$ cat src/rtl/uart_rx_ctrl.sv
// UART receive controller: line synchronizer, mid-bit baud strobe, frame-done detect, byte FIFO.
// Optional macro UART_RX_FERR_EN: drop frames whose stop sample is 0 and raise sticky ferr.
module uart_rx_ctrl #(
    parameter int CLK_DIV = 868,
    parameter int DEPTH   = 4
) (
    input  logic                       clk,
    input  logic                       rstn,
    input  logic                       rxd,
    output logic                       rxd_s,
    input  logic                       br_en,
    input  logic [7:0]                 rx_dout,
    output logic                       br_stb,
    output logic                       m_valid,
    output logic [7:0]                 m_data,
    input  logic                       m_ready,
    output logic [$clog2(DEPTH):0]     level,
    output logic                       ovf,
    output logic                       ferr,
    input  logic                       clr
);
    localparam int CW = $clog2(CLK_DIV);
    localparam int AW = $clog2(DEPTH);
    localparam int LW = AW + 1;
    // Preload so the first strobe lands CLK_DIV/2 cycles into the start bit.
    localparam logic [CW-1:0] CNT_PRE  = CW'(CLK_DIV - 1 - CLK_DIV / 2);
    localparam logic [CW-1:0] CNT_LAST = CW'(CLK_DIV - 1);

    logic                       sync1_q, sync2_q;
    logic [CW-1:0]              cnt_q, cnt_d;
    logic [3:0]                 scnt_q, scnt_d;
    logic [DEPTH-1:0][7:0]      mem_q, mem_d;
    logic [AW-1:0]              wr_ptr_q, wr_ptr_d, rd_ptr_q, rd_ptr_d;
    logic [LW-1:0]              level_q, level_d;
    logic                       ovf_q, ovf_d;
    logic                       frame_done, push_req, pop, full, push_ok, ovf_set;

    assign rxd_s   = sync2_q;
    assign m_valid = (level_q != '0);
    assign m_data  = mem_q[rd_ptr_q];
    assign level   = level_q;
    assign ovf     = ovf_q;

    always_ff @(posedge clk or negedge rstn) begin
        if (!rstn) begin
            sync1_q <= 1'b1;
            sync2_q <= 1'b1;
        end else begin
            sync1_q <= rxd;
            sync2_q <= sync1_q;
        end
    end

    always_comb begin
        br_stb     = br_en && (cnt_q == CNT_LAST);
        cnt_d      = CNT_PRE;
        scnt_d     = '0;
        frame_done = 1'b0;
        if (br_en) begin
            cnt_d  = br_stb ? '0 : cnt_q + CW'(1);
            scnt_d = scnt_q;
            if (br_stb) begin
                if (scnt_q == 4'd9) begin
                    frame_done = 1'b1;
                    scnt_d     = '0;
                end else begin
                    scnt_d = scnt_q + 4'd1;
                end
            end
        end
    end

`ifdef UART_RX_FERR_EN
    logic ferr_q, ferr_d, ferr_set;
    assign ferr     = ferr_q;
    assign push_req = frame_done && sync2_q;
    assign ferr_set = frame_done && !sync2_q;
    assign ferr_d   = ferr_set || (ferr_q && !clr);

    always_ff @(posedge clk or negedge rstn) begin
        if (!rstn) ferr_q <= 1'b0;
        else       ferr_q <= ferr_d;
    end
`else
    assign ferr     = 1'b0;
    assign push_req = frame_done;
`endif

    // A full FIFO still accepts a byte if the head leaves in the same cycle.
    always_comb begin
        pop      = m_valid && m_ready;
        full     = (level_q == LW'(DEPTH));
        push_ok  = push_req && (!full || pop);
        ovf_set  = push_req && full && !pop;
        mem_d    = mem_q;
        wr_ptr_d = wr_ptr_q;
        rd_ptr_d = rd_ptr_q;
        if (push_ok) begin
            mem_d[wr_ptr_q] = rx_dout;
            wr_ptr_d        = wr_ptr_q + AW'(1);
        end
        if (pop) rd_ptr_d = rd_ptr_q + AW'(1);
        level_d  = level_q + LW'(push_ok) - LW'(pop);
        ovf_d    = ovf_set || (ovf_q && !clr);
    end

    always_ff @(posedge clk or negedge rstn) begin
        if (!rstn) begin
            cnt_q    <= CNT_PRE;
            scnt_q   <= '0;
            mem_q    <= '0;
            wr_ptr_q <= '0;
            rd_ptr_q <= '0;
            level_q  <= '0;
            ovf_q    <= 1'b0;
        end else begin
            cnt_q    <= cnt_d;
            scnt_q   <= scnt_d;
            mem_q    <= mem_d;
            wr_ptr_q <= wr_ptr_d;
            rd_ptr_q <= rd_ptr_d;
            level_q  <= level_d;
            ovf_q    <= ovf_d;
        end
    end
endmodule

$ cat config.mk
export PLATFORM = sky130hd
export DESIGN_NAME = uart_rx_ctrl
export DESIGN_NICKNAME = d
export VERILOG_FILES = /design/src/rtl/uart_rx_ctrl.sv
export SDC_FILE = /design/constraint.sdc
export NUM_CORES = 1
export LEC_CHECK = 0
export ABC_CLOCK_PERIOD_IN_PS = 6200
export BUFFER_PORTS_ARGS = -buffer_cell sky130_fd_sc_hd__buf_2
export CAP_MARGIN = 25
export CORE_ASPECT_RATIO = 1.4
export CORE_MARGIN = 5
export CORE_UTILIZATION = 45
export DETAILED_ROUTE_END_ITERATION = 8
export GPL_TIMING_DRIVEN = 0
export MAX_ROUTING_LAYER = met4
export PLACE_DENSITY = 0.69
export SYNTH_ARGS = -nofsm -noshare
export SYNTH_HDL_FRONTEND = slang
export SYNTH_SLANG_ARGS = --single-unit
$ cat constraint.sdc
create_clock -name clk -period 6.2 [get_ports clk]
set_clock_uncertainty 0.15 [all_clocks]
set_input_delay 1.24 -clock clk [delete_from_list [all_inputs] [get_ports clk]]
set_output_delay 1.24 -clock clk [all_outputs]
set_load 0.01 [all_outputs]
# Yosys cells after proc, flatten, opt, wreduce, memory -nomap -nowiden
# Cells that the tools add are included.
dict set report totals {
  in_bits 14
  register_bits 56
  word_cells 51
  out_inout_bits 16
}
dict set report classes {
  order_cmp 3
  addsub 6
  n_eq_ne 4
  n_mux 13
  n_reduce_logical 13
}
# op n
set ops {}
lappend ops {{$bwmux W32} 1}
lappend ops {{$mux W10} 2}
lappend ops {{$bmux W8 S2} 1}
lappend ops {{$demux W8 S2} 1}
lappend ops {{$mux W8} 2}
lappend ops {{$mux W4} 3}
lappend ops {{$add A10 B1 Y10 const B} 1}
lappend ops {{$eq A10 B10 Y1 const B} 1}
lappend ops {{$logic_and A1 B1 Y1} 7}
lappend ops {{$lt A2 B3 Y1 const B} 2}
lappend ops {{$add A2 B1 Y2 const B} 2}
lappend ops {{$add A4 B1 Y4 const B} 1}
lappend ops {{$eq A4 B4 Y1 const B} 1}
lappend ops {{$add A3 B1 Y3} 1}
lappend ops {{$eq A3 B3 Y1 const B} 1}
lappend ops {{$logic_not A1 Y1} 3}
lappend ops {{$mux W1} 3}
lappend ops {{$reduce_bool A3 Y1} 1}
lappend ops {{$sub A3 B1 Y3} 1}
lappend ops {{$ge A2 B1 Y1 const B} 1}
lappend ops {{$logic_or A1 B1 Y1} 2}
lappend ops {{$ne A2 B1 Y1 const B} 1}

# Longest topological paths before layout
dict set report depth {
  depth_word 7
  ltp_mapped 12
  depth_no_buf 12
}

# Least setup slack after synthesis
# Ideal clock, no wire load.
dict set report synth_path {
  kind {input-to-reg}
  startpoint {input port m_ready}
  endpoint {register level_q[2], in the netlist level[2]}
  path_buffers 0
  path_slack_ns 2.660
  required_ns 5.970
  setup_time_ns 0.080
  t_arrival_ns 3.310
  path_stages 10
  path_cell_list {nor4b_4 > nor3_2 > and3_1 > inv_1 > ha_1 > inv_1 > ha_1 > fa_1 > xnor2_1 > xnor2_1}
}
dict set report synth_between {
  elab_chain_cells 5
}
# item line
set synth_lines {}
lappend synth_lines {{start: declaration} 16} ;# input logic m_ready,
lappend synth_lines {{$logic_and A1 B1 Y1 *} 91} ;# pop = m_valid && m_ready;
lappend synth_lines {{$logic_or A1 B1 Y1} 93} ;# push_ok = push_req && (!full || pop);
lappend synth_lines {{$logic_and A1 B1 Y1} 93}
lappend synth_lines {{$add A3 B1 Y3} 103} ;# level_d = level_q + LW'(push_ok) - LW'(pop);
lappend synth_lines {{$sub A3 B1 Y3 *} 103}
lappend synth_lines {{named net level_d[2]} 34} ;# logic [LW-1:0] level_q, level_d;
lappend synth_lines {{end signal: assignment} 122} ;# level_q <= level_d;
lappend synth_lines {{end: declaration} 34}
# The timed path passes the listed nets; every way through them passes the cells marked *.
# A chain may end at the register's enable or synchronous reset.

# Final worst setup path
dict set report layout_path {
  startpoint {input port br_en}
  endpoint {output port br_stb}
}
dict set report layout_between {
  elab_chain_cells 1
}
# item line
set layout_lines {}
lappend layout_lines {{start: declaration} 11} ;# input logic br_en,
lappend layout_lines {{$logic_and A1 B1 Y1} 55} ;# br_stb = br_en && (cnt_q == CNT_LAST);
lappend layout_lines {{end: declaration} 13} ;# output logic br_stb,
# Every way passes these cells.

==> results.cfg <==
[status]
status = completed

[setup_path]
start_kind = input pin
rrSetupSlack_ps = 3040
cp_top_family = buffers and inverters
crit_fanout = 7
setup.worst_path.class = in -> out
crit_chain = clkbuf_1, inv_1, nor2_1, buf_2
r2r_cells = 12
critPathMaxStageDelay_ps = 420
path_buf_inv = 3
cp_data_arrival_time_ps = 2190
critPathCaptureType = output pin
cp.required_ps = 4810
crit_cells = 4
slowest_stage = clkbuf_1

[yosys]
yosysTopAreaCell = dfrtp_1
syn_avg_cell_area_um2 = 13.8
syn_inst = 196
ys_seq_elements = 56
synth.distinct_cells = 39
synthTopCellsByArea = dfrtp_1, mux2_2, dfstp_2, mux4_2, ha_1
ys.flop_type = dfrtp_1
synth_top_area_share = 0.454
synthesis.nets = 220
async_reset_ff_frac = 1.00
ys_warn_count = 0
syn_area_um2 = 2700
synth_edf_count = 0
ys_seq_area_frac = 0.522

[routing]
first_pass_iters = 4
drt-total-wl_um = 4480
vias_per_cell = 5.35
wl_met2_um = 2350
ant_nets = 0
route.met3.wl_um = 192
vias = 1615
highest_layer = met4
drc_errors = 0
wl_met1_um = 1880
wire_per_inst_um = 14.8
drt_iter0_drc = 70

[clocking]
cts_root_buf = clkbuf_8
cts_hold_buf = 0
cts_tree = built
postCtsSetupBuffers = 0
insertion_delay_ps = 300
cts_max_level = 2
path_clk_slew_ps = 90
cts_buffers = 5
clock_sinks = 56
cts_max_path_buffers = 2
cts-resized-gates = 0

[grt]
grt_pass1_wl_um = 7650
grt_overflow = 0
antenna_found_initial = 0
grt.total_usage = 0.136
first_global_vias = 1637
grt_max_degree = 41

[place]
numPortBuffers = 27
gp_congestion = 0.771
dp_slack_ps = 2360
dp_hpwl_um = 3280

[floorplanning]
die_w_um = 75.5
pin_count = 30
start_util = 0.461
die_y_um = 102
die-area_um2 = 7670
rows = 33
core_um2 = 5860

[timing]
tightest_slew_ps = 717
max_freq_mhz = 279
layout_setup_ws_ps = 2620
finalSetupTns_ps = 0
fin_crit_sh = 0.577
min_period_ps = 3580
max_slew_margin = 0.519
finalSetupViolations = 0
rsz0062_at_grt = false
drv_slew = 0
finalHoldViolations = 0

[pwr]
ir_worst_vdd_uv = 135
p_leak_nw = 1.49
power_density_nw_per_um2 = 271

[finish]
fin_nets = 255
fill_cells = 518
areaGrowthSynthToFinish_pct = 13.9
drive_above_1_share = 0.401
diodes = 0

[flow_run]
drv_cap = 0

[hold_path]
hold_path_class = reg -> reg
hold_depth = 0
-- sequential cells by signal (all words and copies together), names as in the netlist --
signal / flops
rxd_s: 1
rd_ptr_q: 2
cnt_q: 10
wr_ptr_q: 2
scnt_q: 4
mem_q: 32
level: 3
sync1_q: 1
ovf: 1
-- where the power goes --
part | internal, W | switching, W | total, W
logic | 0.0000704 | 0.0000813 | 0.000152
clock network | 0.000161 | 0.000113 | 0.000274
registers | 0.000388 | 0.0000197 | 0.000408
total | 0.000620 | 0.000214 | 0.000833
-- synth_stat cells, types with 2 or more instances --
cell,n
clkbuf_1,2
xnor2_1,8
and3_1,2
mux4_2,8
inv_1,10
o21ai_0,5
nor4b_4,2
nand2_1,14
dfrtp_1,49
nand4_4,4
nand3_1,4
and2_1,2
mux2_2,33
a31oi_1,2
nor2_1,9
dfstp_2,7
ha_1,9
or3_1,2
xor2_1,3
nand3b_1,2
-- cells in the final DEF, fill, tap and decap left out, drive strengths merged, types with 4 or more instances in the layout --
master and count:
dfrtp 49, mux2 33, buf 32, nand2 14, inv 10, nor2 9
ha 9, xnor2 8, mux4 8, clkbuf 8, dfstp 7, o21ai 5
nand3 4, nand4 4
-- cell type report --
cell class / count / area, um^2 / share of cell area
Tap cell: 70 / 87.6 / 0.0285
Multi-Input combinational cell: 124 / 1220 / 0.396
Clock inverter: 2 / 60.1 / 0.0195
Clock buffer: 6 / 72.6 / 0.0236
Buffer: 6 / 35.0 / 0.0114
Inverter: 10 / 37.5 / 0.0122
Sequential cell: 56 / 1410 / 0.458
Timing Repair Buffer: 28 / 155 / 0.0504
-- metal layers --
layer,vias to the layer above,track usage
met4,0,0.0444
met3,5,0.0367
met1,818,0.160
met2,23,0.223
li1,769,-
met5,-,-
-- cells by family after synthesis --
family / Yosys count / share of synthesized area
other cells: 1 / 0.00139
mux: 42 / 0.208
flops: 56 / 0.522
fa+ha+maj: 10 / 0.0491
simple gates: 46 / 0.122
compound gates: 14 / 0.0347
buf+inv: 16 / 0.0269
xor+xnor: 11 / 0.0357
-- stage by stage --
| step | power (W) | hold WS (ps) | cell area (um^2) | cells | utilization |
|---|---|---|---|---|---|
| finish | 0.000833 | 210 | 3080 | 302 | 0.525 |
| global route | 0.000884 | 215 | 3080 | 302 | 0.525 |
| CTS | 0.000849 | 211 | 3080 | 302 | 0.525 |
| detailed placement | 0.000572 | 197 | 2940 | 294 | 0.502 |
| global placement | 0.000566 | 195 | 2920 | 293 | 0.499 |
| floorplan | 0.000520 | 195 | 2700 | 196 | - |
-- worst register-to-register path, stage by stage, from the launching register on --
cell	delay (ps)
dfstp_2	560
ha_1	240
nor4b_4	270
and3b_1	220
buf_6	170
and3_1	240
inv_1	60
ha_1	270
inv_1	40
ha_1	180
fa_1	380
xnor2_1	190
xnor2_1	130
-- worst paths after layout --
path,startpoint,endpoint
setup / recovery,br_en,br_stb
hold / removal,sync1_q,rxd_s
setup reg to reg,cnt_q[0],level[2]
hold reg to reg,sync1_q,rxd_s
max in group asynchronous,rstn,cnt_q[7]
min in group asynchronous,rstn,level[0]
Power figures use the tool's default switching activity.
